`src/rtl/shift_sequencer.sv`:
```
// Serial shifter: moves the latched operand one bit position per clock.
// Shift direction and kind (logical / arithmetic) are captured with the
// operand when the operation starts. The shift amount saturates at 32.
// A one-cycle done pulse marks the cycle in which out holds the new result.
//
// Handshake: start is sampled only while idle (busy low). Once accepted,
// busy stays high through SHIFT and DONE, and any start seen in those
// states is dropped. done is high for exactly one cycle, and out is valid
// from that cycle until the next done. The earliest next start is in the
// cycle after done.
module shift_sequencer (
   input  logic        clk,
   input  logic        rst,
   input  logic        start,
   input  logic [31:0] in,
   input  logic [31:0] shamt,
   input  logic        left_shift,
   input  logic        arithmetic_shift,
   output logic [31:0] out,
   output logic        busy,
   output logic        done,
   output logic [1:0]  dbg_state
);

   typedef enum logic [1:0] {
      IDLE  = 2'd0,
      SHIFT = 2'd1,
      DONE  = 2'd2
   } state_t;

   state_t      state;
   logic [5:0]  count;
   logic [31:0] work;
   logic        left_q;
   logic        arith_q;
   logic        sign_q;

   logic [5:0]  load_k;
   logic [31:0] shift_next;

   // Saturate the shift amount at 32. Arithmetic left is a pass-through, so its count is zero.
   always_comb begin
      load_k = 6'd0;
      if ((|shamt[31:6]) || (shamt[5:0] > 6'd32)) begin
         load_k = 6'd32;
      end else begin
         load_k = shamt[5:0];
      end
      if (arithmetic_shift && left_shift) begin
         load_k = 6'd0;
      end
   end

   // Shift the working register one position. An arithmetic right shift fills with the latched sign.
   always_comb begin
      shift_next = work;
      if (left_q) begin
         shift_next = {work[30:0], 1'b0};
      end else begin
         shift_next = {(arith_q & sign_q), work[31:1]};
      end
   end

   // Sequencer state, datapath and registered status outputs.
   always_ff @(posedge clk) begin
      if (rst) begin
         state   <= IDLE;
         count   <= 6'd0;
         work    <= 32'd0;
         left_q  <= 1'b0;
         arith_q <= 1'b0;
         sign_q  <= 1'b0;
         out     <= 32'd0;
         busy    <= 1'b0;
         done    <= 1'b0;
      end else begin
         case (state)
            IDLE: begin
               done <= 1'b0;
               if (start) begin
                  work    <= in;
                  left_q  <= left_shift;
                  arith_q <= arithmetic_shift;
                  sign_q  <= in[31];
                  count   <= load_k;
                  busy    <= 1'b1;
                  if (load_k == 6'd0) begin
                     // Nothing to shift: the operand is the result.
                     state <= DONE;
                     out   <= in;
                     done  <= 1'b1;
                  end else begin
                     state <= SHIFT;
                  end
               end
            end
            SHIFT: begin
               work  <= shift_next;
               count <= count - 6'd1;
               if (count == 6'd1) begin
                  // This edge does the final shift, so publish its value directly.
                  state <= DONE;
                  out   <= shift_next;
                  done  <= 1'b1;
               end
            end
            DONE: begin
               state <= IDLE;
               busy  <= 1'b0;
               done  <= 1'b0;
            end
            default: begin
               state <= IDLE;
               busy  <= 1'b0;
               done  <= 1'b0;
            end
         endcase
      end
   end

   assign dbg_state = state;

endmodule

```
`config.mk`:
```
export PLATFORM = sky130hd
export DESIGN_NAME = shift_sequencer
export DESIGN_NICKNAME = d
export VERILOG_FILES = /design/src/rtl/shift_sequencer.sv
export SDC_FILE = /design/constraint.sdc
export NUM_CORES = 1
export LEC_CHECK = 0
export CAP_MARGIN = 40
export CORE_UTILIZATION = 49
export CTS_CLUSTER_DIAMETER = 100
export DETAILED_ROUTE_END_ITERATION = 12
export PLACE_DENSITY = 0.87
export SLEW_MARGIN = 20
export SYNTH_ARGS = -nofsm -noshare
export SYNTH_HDL_FRONTEND = slang
export SYNTH_SLANG_ARGS = --single-unit
```
`constraint.sdc`:
```
create_clock -name clk -period 2.3 [get_ports clk]
set_input_delay 0.46 -clock clk [delete_from_list [all_inputs] [get_ports clk]]
set_output_delay 0.46 -clock clk [all_outputs]
set_load 0.1 [all_outputs]
```
== Word level (Yosys, flattened, before mapping) ==
Index checks and enable logic that the tools add are counted.

* Register bits after elaboration: 77
* Word-level logic and storage cells: 50

* Multiplexer cells: 21
* $add $sub $neg: 1
* Bitwise gates (word level): 2
* Eq/ne operators: 5
* Reductions and logical operators: 11
* Order comparisons: 1

{| class="wikitable"
|+ Operators with widths
! kind !! count
|-
| 2-to-1 mux 32 bit || 5
|-
| case mux 32 bit (2 select lines) || 2
|-
| OR reduction 26 bit || 1
|-
| 2-to-1 mux 6 bit || 3
|-
| case mux 6 bit (2 select lines) || 1
|-
| AND reduction 2 bit || 4
|-
| == test 6 x 1 -> 1 bit, second input constant || 1
|-
| greater-than comparator 6 bit, second input constant || 1
|-
| zero test 6 bit || 1
|-
| 2-to-1 mux 2 bit || 3
|-
| inequality test 2 bit, second input constant || 3
|-
| subtractor 6 x 1 -> 6 bit, second input constant || 1
|-
| 2-to-1 mux 1 bit || 4
|-
| case mux 1 bit (2 select lines) || 2
|-
| case mux 2 bit (2 select lines) || 1
|-
| AND reduction 4 bit || 1
|-
| == test 2 x 1 -> 1 bit, second input constant || 1
|-
| zero test 2 bit || 1
|-
| nonzero test 2 bit || 1
|-
| AND 1 bit || 1
|-
| logical AND 1 bit || 1
|-
| logical OR 1 bit || 1
|-
| inverter 1 bit || 1
|}

== Depth between registers and ports, before layout ==
Gate-level depths: netlist of the first run.

* Depth after elaboration: 8
* Depth in mapped cells: 8
* Depth with buffers taken out: 7

== Worst setup path after synthesis of the first run ==
Ideal clock, no wire load.

* Kind: flip-flop to flip-flop
* Start point: register state[0], in the netlist dbg_state[0]
* End point: register out[0]
* Buffers on the path: 1
* Library setup time: 0.123 ns
* Required time: 2.177 ns
* Arrival time: 2.144 ns
* Clock period less this slack: 2.268 ns
* Cell stages (with the launch flop): 7
* Setup slack: 0.032 ns
* Path through: dfxtp_1 > buf_6 > nand2b_4 > a21oi_2 > nor2_1 > a31oi_4 > mux2_1

* Cells in the longest elaborated chain, start to end: 3
* Elaborated cells on any way between the ends: 8
* Classes of those cells: 4 x eq/ne; 1 x mux; 3 x reduce/logical

{| class="wikitable"
|+ RTL lines
! item !! RTL line !! text
|-
| start: declaration || 31 || <nowiki>state_t state;</nowiki>
|-
| start signal: assignment || 67 || <nowiki>state <= IDLE;</nowiki>
|-
| start signal: assignment || 89 || <nowiki>state <= DONE;</nowiki>
|-
| start signal: assignment || 93 || <nowiki>state <= SHIFT;</nowiki>
|-
| == test 2 x 1 -> 1 bit or zero test 2 bit (tied branches) || 77 || <nowiki>case (state)</nowiki>
|-
| inequality test 2 bit (no line) or nonzero test 2 bit (tied branches) || -- ||
|-
| AND reduction 4 bit (no line) || -- ||
|-
| end signal: assignment || 90 || <nowiki>out <= in;</nowiki>
|-
| end signal: assignment || 103 || <nowiki>out <= shift_next;</nowiki>
|-
| end: declaration || 19 || <nowiki>output logic [31:0] out,</nowiki>
|}

Parallel ways exist; a longest one is shown, timed or not.
A chain may end at the register's enable or synchronous reset.

== Worst setup path in the final report of the first run ==
* Start point: input port shamt[1]
* End point: register out[14]

* Cells in the longest elaborated chain, start to end: 7

{| class="wikitable"
|+ RTL lines
! item !! RTL line !! text
|-
| start: declaration || 16 || <nowiki>input logic [31:0] shamt,</nowiki>
|-
| greater-than comparator 6 bit || 44 || <nowiki>if ((|shamt[31:6]) || (shamt[5:0] > 6'd32)) begin</nowiki>
|-
| logical OR 1 bit || 44 ||
|-
| 2-to-1 mux 6 bit (*) || 44 ||
|-
| 2-to-1 mux 6 bit (*) || 49 || <nowiki>if (arithmetic_shift && left_shift) begin</nowiki>
|-
| zero test 6 bit (*) || 87 || <nowiki>if (load_k == 6'd0) begin</nowiki>
|-
| inequality test 2 bit (no line) (*) || -- ||
|-
| AND reduction 4 bit (no line) (*) || -- ||
|}

Mark *: on every way between the ends. The rest lies on a longest branch, timed or not.

==> impl_metrics.json, run 1 <==
{
  "status": "complete, no violations",
  "yosys.cell_count.top_type": "nand2_1",
  "grt_pass1_wl_um": 16000,
  "total_power_uw": 3970,
  "gr-total-overflow": 0,
  "crit_type": "input pin to register",
  "synth_commonest_cells": "nand2_1 (165), dfxtp_1 (77), mux2i_1 (61)",
  "syn_nets": 554,
  "whs_ps": 463,
  "grt_usage_pct": 23.7,
  "antenna_left": 0,
  "holdBufCountCts": 0,
  "start_kind": "input pin",
  "syn_to_final_growth_pct": 33.1,
  "ys_ff_latch": 77,
  "antenna_cells": 0,
  "synth_area_um2": 3900,
  "crit_fanout": 10,
  "start_util_pct": 50.4,
  "swShare_pct": 33.8,
  "io_pins": 105,
  "synth_top_area_cell": "dfxtp_1",
  "htree_levels": 3,
  "drv_cap": 0,
  "drive_above_1_share_pct": 15.4,
  "grt_max_degree": 54,
  "synth.distinct_cells": 49,
  "required_ps": 2540,
  "via_per_inst": 5.49,
  "vias": 3776,
  "post-route-period-util_pct": 84.3,
  "peakVddDrop_v": 0.000418,
  "dp.final_hpwl_um": 6950,
  "ys_seq_area_share_pct": 39.6,
  "p_sw_uw": 1340,
  "io_buffers": 104,
  "layout.nets": 652,
  "first_pass_iters": 4,
  "coreArea_um2": 7730,
  "clk_pin_slew_worst_paths_ps": 80,
  "grt_pass1_vias": 3599,
  "holdCritPathClass": "register to register",
  "p_seq_share_pct": 39.6,
  "power-per-cell-area_nw_per_um2": 765,
  "wl_per_cell_um": 14.0,
  "syn_area_per_cell_um2": 8.07,
  "cts_root_buf": "clkbuf_8",
  "rows": 32,
  "setup_viol": 0,
  "clockBufferDepth": 2,
  "gp_congestion": 0.856,
  "postCtsSetupBuffers": 0,
  "end_kind": "register",
  "die_y_um": 91.2,
  "clk_latency_ps": 360,
  "synthArstFlopShare_pct": 0,
  "synth_warnings": 0,
  "final-max-slew-violation-count": 0,
  "numCtsBuffers": 9,
  "cts_sinks": 77,
  "synth_ff_type": "dfxtp_1",
  "fp.dieW_um": 91.2,
  "drc_errors": 0,
  "cts_resized": 0,
  "antenna_found_initial": 0,
  "crit_arrival_ps": 2180,
  "netlist_instances": 483,
  "intPower_uw": 2630,
  "p_leak_uw": 0.00220,
  "synth_area_leaders": "dfxtp_1 (40%), nand2_1 (16%), mux2i_1 (16%)",
  "cts_tree": "built",
  "final.min_clock_period_ps": 1940,
  "combPwrFrac_pct": 28.6,
  "tightest_slew_ps": 611,
  "drtIter0Drc": 269,
  "die-area_um2": 8310,
  "finalHoldViolCount": 0,
  "relSlewSlack_pct": 59.3,
  "clock.fmax_ghz": 0.516,
  "yosysTopAreaCellShare_pct": 39.6,
  "synth_edf_count": 0,
  "wl_um": 9620,
  "clockPowerShare_pct": 31.9,
  "clock_skew_ps": 14.1,
  "rsz0062_at_grt": "false"
}
layer usage:
layer	global-route usage [%]	vias to the layer above	share of wire [%]
met5	0	-	0
met2	40.2	152	49
met3	4.61	12	6.6
li1	-	1832	-
met4	7.41	0	1.0
met1	30.2	1780	43
area by class of cell:
cell class	instances	area (um2)
clock buffer	11	141
clock inverter	5	108
fill	610	2540
inverter	4	15.0
multi-input combinational	368	2150
sequential	77	1540
tap	102	128
timing repair buffer	121	1100
worst max-delay path: stages:
cell	delay, ps
clkdlybuf4s50_1	420
or4_4	550
nor2_1	220
a31oi_4	150
buf_4	230
mux2i_1	140
cell families after synthesis:
logic type	count (synthesis)	share of synthesized area (%)
AO/OA/AOI/OAI	96	14.6
XOR/XNOR	2	0.450
adder cells (fa/ha/maj)	2	0.642
buffers and inverters	38	5.27
flip-flops	77	39.6
multiplexers	62	16.0
AND/OR/NAND/NOR	206	23.5
power by group through the flow:
stage               Combinational [uW]  Sequential (uW)  Clock [uW]
floorplan                          570             1820           0
CTS                               1130             1570        1270
finish                            1130             1570        1260
global route                      1230             1580        1340
global placement                  1100             1590           0
detailed placement                1120             1600           0
placed cells by master, fill, tap and decap left out, types with 3 or more instances in the layout:
master           instances
a21oi_1                 43
buf_4                   51
bufinv_16                3
clkbuf_8                10
clkdlybuf4s50_1         68
dfxtp_1                 76
inv_1                    3
mux2i_1                 61
nand2_1                165
nand2b_1                 4
nor2_1                  15
nor2b_1                  3
nor4_2                   5
o21ai_0                 12
o21ai_1                 22
registers in the layout, indices dropped and copies added (netlist names):
| register | count |
|---|---|
| done | 1 |
| out | 32 |
| work | 32 |
| left_q | 1 |
| sign_q | 1 |
| busy | 1 |
| arith_q | 1 |
| dbg_state | 2 |
| count | 6 |
metrics by stage:
| stage | util, % | setup TNS, ps | instance area, um2 | cells | setup slack [ps] |
|---|---|---|---|---|---|
| finish | 67.1 | 0 | 5190 | 688 | 361 |
| global route | 67.1 | 0 | 5190 | 688 | 250 |
| CTS | 67.1 | 0 | 5190 | 688 | 358 |
| detailed placement | 63.9 | -89.7 | 4940 | 672 | -17.9 |
| global placement | 63.9 | 0 | 4940 | 672 | 24.3 |
| floorplan | - | 0 | 3900 | 483 | 32.3 |
path summary, 6_finish.rpt:
path	to	slack, ps	from	depth (start not counted)
hold / removal	arith_q$_SDFFE_PP0P_	460	arith_q$_SDFFE_PP0P_	2
setup / recovery	out[14]$_SDFFE_PP0P_	360	shamt[1]	6
setup reg to reg	out[14]$_SDFFE_PP0P_	380	count[1]$_SDFFE_PP0P_	8
hold reg to reg	arith_q$_SDFFE_PP0P_	460	arith_q$_SDFFE_PP0P_	2
Note: power is estimated with default switching activity, not from simulation.
==> run 2, diff against run 1 <==
Settings changed: CORE_UTILIZATION 49 to 44, PLACE_DENSITY 0.87 to 0.83.
Clock period 2.3 ns to 1.72 ns, I/O delays scaled along.
==> run 2 against run 1 <==
  * The run now ends with setup timing left
  * Sequential power rose by 34%
  * Core utilization rose by 4.1 points
  * First-iteration DRC count fell by 39%
  * Worst setup slack got worse by 420 ps
  * Hold slack improved by 2.7 ps
  * Die area rose by 11%
  * Critical path type unchanged
  * Highest routed layer unchanged
==> impl_metrics.json, run 2 (same netlist as run 1, synthesis figures left out) <==
{
  "critPathCapture": "out[24]$_SDFFE_PP0P_",
  "antenna_cells": 0,
  "crit-reg2reg-launch": "count[1]$_SDFFE_PP0P_",
  "r2r_setup_slack_ps": -20,
  "start_kind": "input pin",
  "die_y_um": 96.1,
  "drive_above_1_share_pct": 21.8,
  "io_buffers": 104,
  "setup_viol": 7,
  "combPwrFrac_pct": 35.4,
  "startpoint": "shamt[6]",
  "grt-busiest-layer": "met2",
  "intPower_uw": 3290,
  "end_kind": "register",
  "finalHoldViolCount": 0,
  "fin_ws_ps": -63.6,
  "rr_endpoint": "out[24]$_SDFFE_PP0P_",
  "clk_latency_ps": 360,
  "crit_slowest_cell": "nor4_2",
  "rsz0062_at_grt": "true",
  "tightest_slew_ps": 425,
  "antenna_found_initial": 0,
  "grt_pass1_vias": 3674,
  "setup-tns-final_ps": -134,
  "dp.final_hpwl_um": 7160,
  "clock.fmax_ghz": 0.561,
  "clk_pin_slew_worst_paths_ps": 80,
  "required_ps": 1960,
  "final.min_clock_period_ps": 1780,
  "relSlewSlack_pct": 71.6,
  "antenna_left": 0,
  "gp_congestion": 0.864,
  "cts_sinks": 77,
  "clock_skew_ps": 9.89,
  "start_util_pct": 46.5,
  "first_pass_iters": 4,
  "fp.dieW_um": 96.1,
  "cts_root_buf": "clkbuf_8",
  "cts_tree": "built",
  "met1_usage_pct": 28.6,
  "crit_chain": "dlygate4sd2_1 > nor4_2 > nand4_2 > nor3_4 > a31oi_4 > buf_6 > buf_12 > mux2i_4",
  "status": "finished, violations left",
  "dp.cells": 689,
  "p_leak_uw": 0.00252,
  "power-per-cell-area_nw_per_um2": 865,
  "grt_use_met3_pct": 3.95,
  "numCtsBuffers": 9,
  "syn_to_final_growth_pct": 53.3,
  "fin_area_um2": 5970,
  "total_power_uw": 5160,
  "p_seq_share_pct": 40.7,
  "via_per_inst": 5.31,
  "wl_um": 10600,
  "holdBufCountCts": 0,
  "grt_max_degree": 64,
  "cpPeakStageDelay_ps": 300,
  "top_regs": "out x32, work x32, count x6",
  "final-max-slew-violation-count": 0,
  "grt_usage_pct": 24.1,
  "clockPowerShare_pct": 23.9,
  "drtIter0Drc": 165,
  "violations": "setup timing",
  "post-route-period-util_pct": 104,
  "die-area_um2": 9240,
  "crit_fanout": 5,
  "placed_area_um2": 5570,
  "coreArea_um2": 8380,
  "htree_levels": 3,
  "layout.nets": 675,
  "drv_cap": 0,
  "gr-usage-met2_pct": 43.1,
  "peakVddDrop_v": 0.000434,
  "holdCritPathClass": "register to register",
  "vias": 3794,
  "wl_per_cell_um": 14.8,
  "gr-total-overflow": 0,
  "crit_arrival_ps": 2020,
  "r2r_cells": 9,
  "final_util_pct": 71.3,
  "drc_errors": 0,
  "crit_type": "input pin to register",
  "io_pins": 105,
  "grt_pass1_wl_um": 16900,
  "final_cell_mix": "nand2_1 (165), dfxtp_1 (72), mux2i_1 (59), buf_12 (43), a21oi_1 (40)",
  "final_common_cell": "nand2_1",
  "stdcell_count": 714,
  "swShare_pct": 36.4,
  "rows": 33,
  "clockBufferDepth": 2,
  "p_sw_uw": 1880
}
-- run 2: cell types whose count changed in the layout (fill, tap and decap cells not counted), sizes merged --
cell           before  now
clkdlybuf4s50      68   38
bufinv              3    0
dlymetal6s2s        0    6
buf                53   75
clkinv              2    4
clkdlybuf4s15       0    4
dlygate4sd2         0   20
clkinvlp            0    2
-- run 2: power groups by stage --
stage	clock network, uW	registers (uW)	logic [uW]
final	1230	2100	1830
after global routing	1330	2120	1960
after CTS	1250	2090	1800
after detailed placement	0	2130	1750
after global placement	0	2120	1720
after floorplan	0	2440	770
-- run 2: what timing repair did --
| action | in CTS | in global routing |
|---|---|---|
| pin swaps | 8 | 19 |
| buffers inserted | 9 | 0 |
| setup endpoints to repair | 39 | 39 |
| cloned | 2 | 1 |
| gates resized for setup | 41 | 30 |
-- run 2: critical path, delay by kind of cell --
kind                   cells  cell delay [ps]
buffers and inverters      3              550
AND/OR/NAND/NOR            3              780
AO/OA/AOI/OAI              1              160
multiplexers               1              180
-- run 2: how the worst min path moves through the flow --
stage                                startpoint                    end  cells past startpoint
after floorplan           work[31]$_SDFFE_PP0P_  work[31]$_SDFFE_PP0P_                      2
after global placement      sign_q$_SDFFE_PP0P_    sign_q$_SDFFE_PP0P_                      2
after detailed placement  work[31]$_SDFFE_PP0P_  work[31]$_SDFFE_PP0P_                      2
after CTS                   sign_q$_SDFFE_PP0P_    sign_q$_SDFFE_PP0P_                      2
after global routing      work[31]$_SDFFE_PP0P_  work[31]$_SDFFE_PP0P_                      2
final                      arith_q$_SDFFE_PP0P_   arith_q$_SDFFE_PP0P_                      2
-- run 2: metrics by stage --
stage	setup WS [ps]	hold slack, ps
6_report	-63.6	465
5_1_grt	-129	493
4_1_cts	8.41	471
3_3_place_gp	-479	441
2_1_floorplan	10.1	436
3_5_place_dp	-551	448
-- run 2: layout make-up --
cell class                 count  area [um2]
sequential                    77        1550
clock buffer                  10         138
fill                         629        2410
inverter                       4        15.0
timing repair buffer         144        1830
tap                          105         131
clock inverter                 6        38.8
multi-input combinational    368        2270
-- run 2: routing by layer --
| metal | part of all wire, % | vias up |
|---|---|---|
| li1 | - | 1890 |
| met1 | 40 | 1747 |
| met2 | 53 | 141 |
| met3 | 5.8 | 16 |
| met4 | 1.6 | 0 |
| met5 | 0 | - |
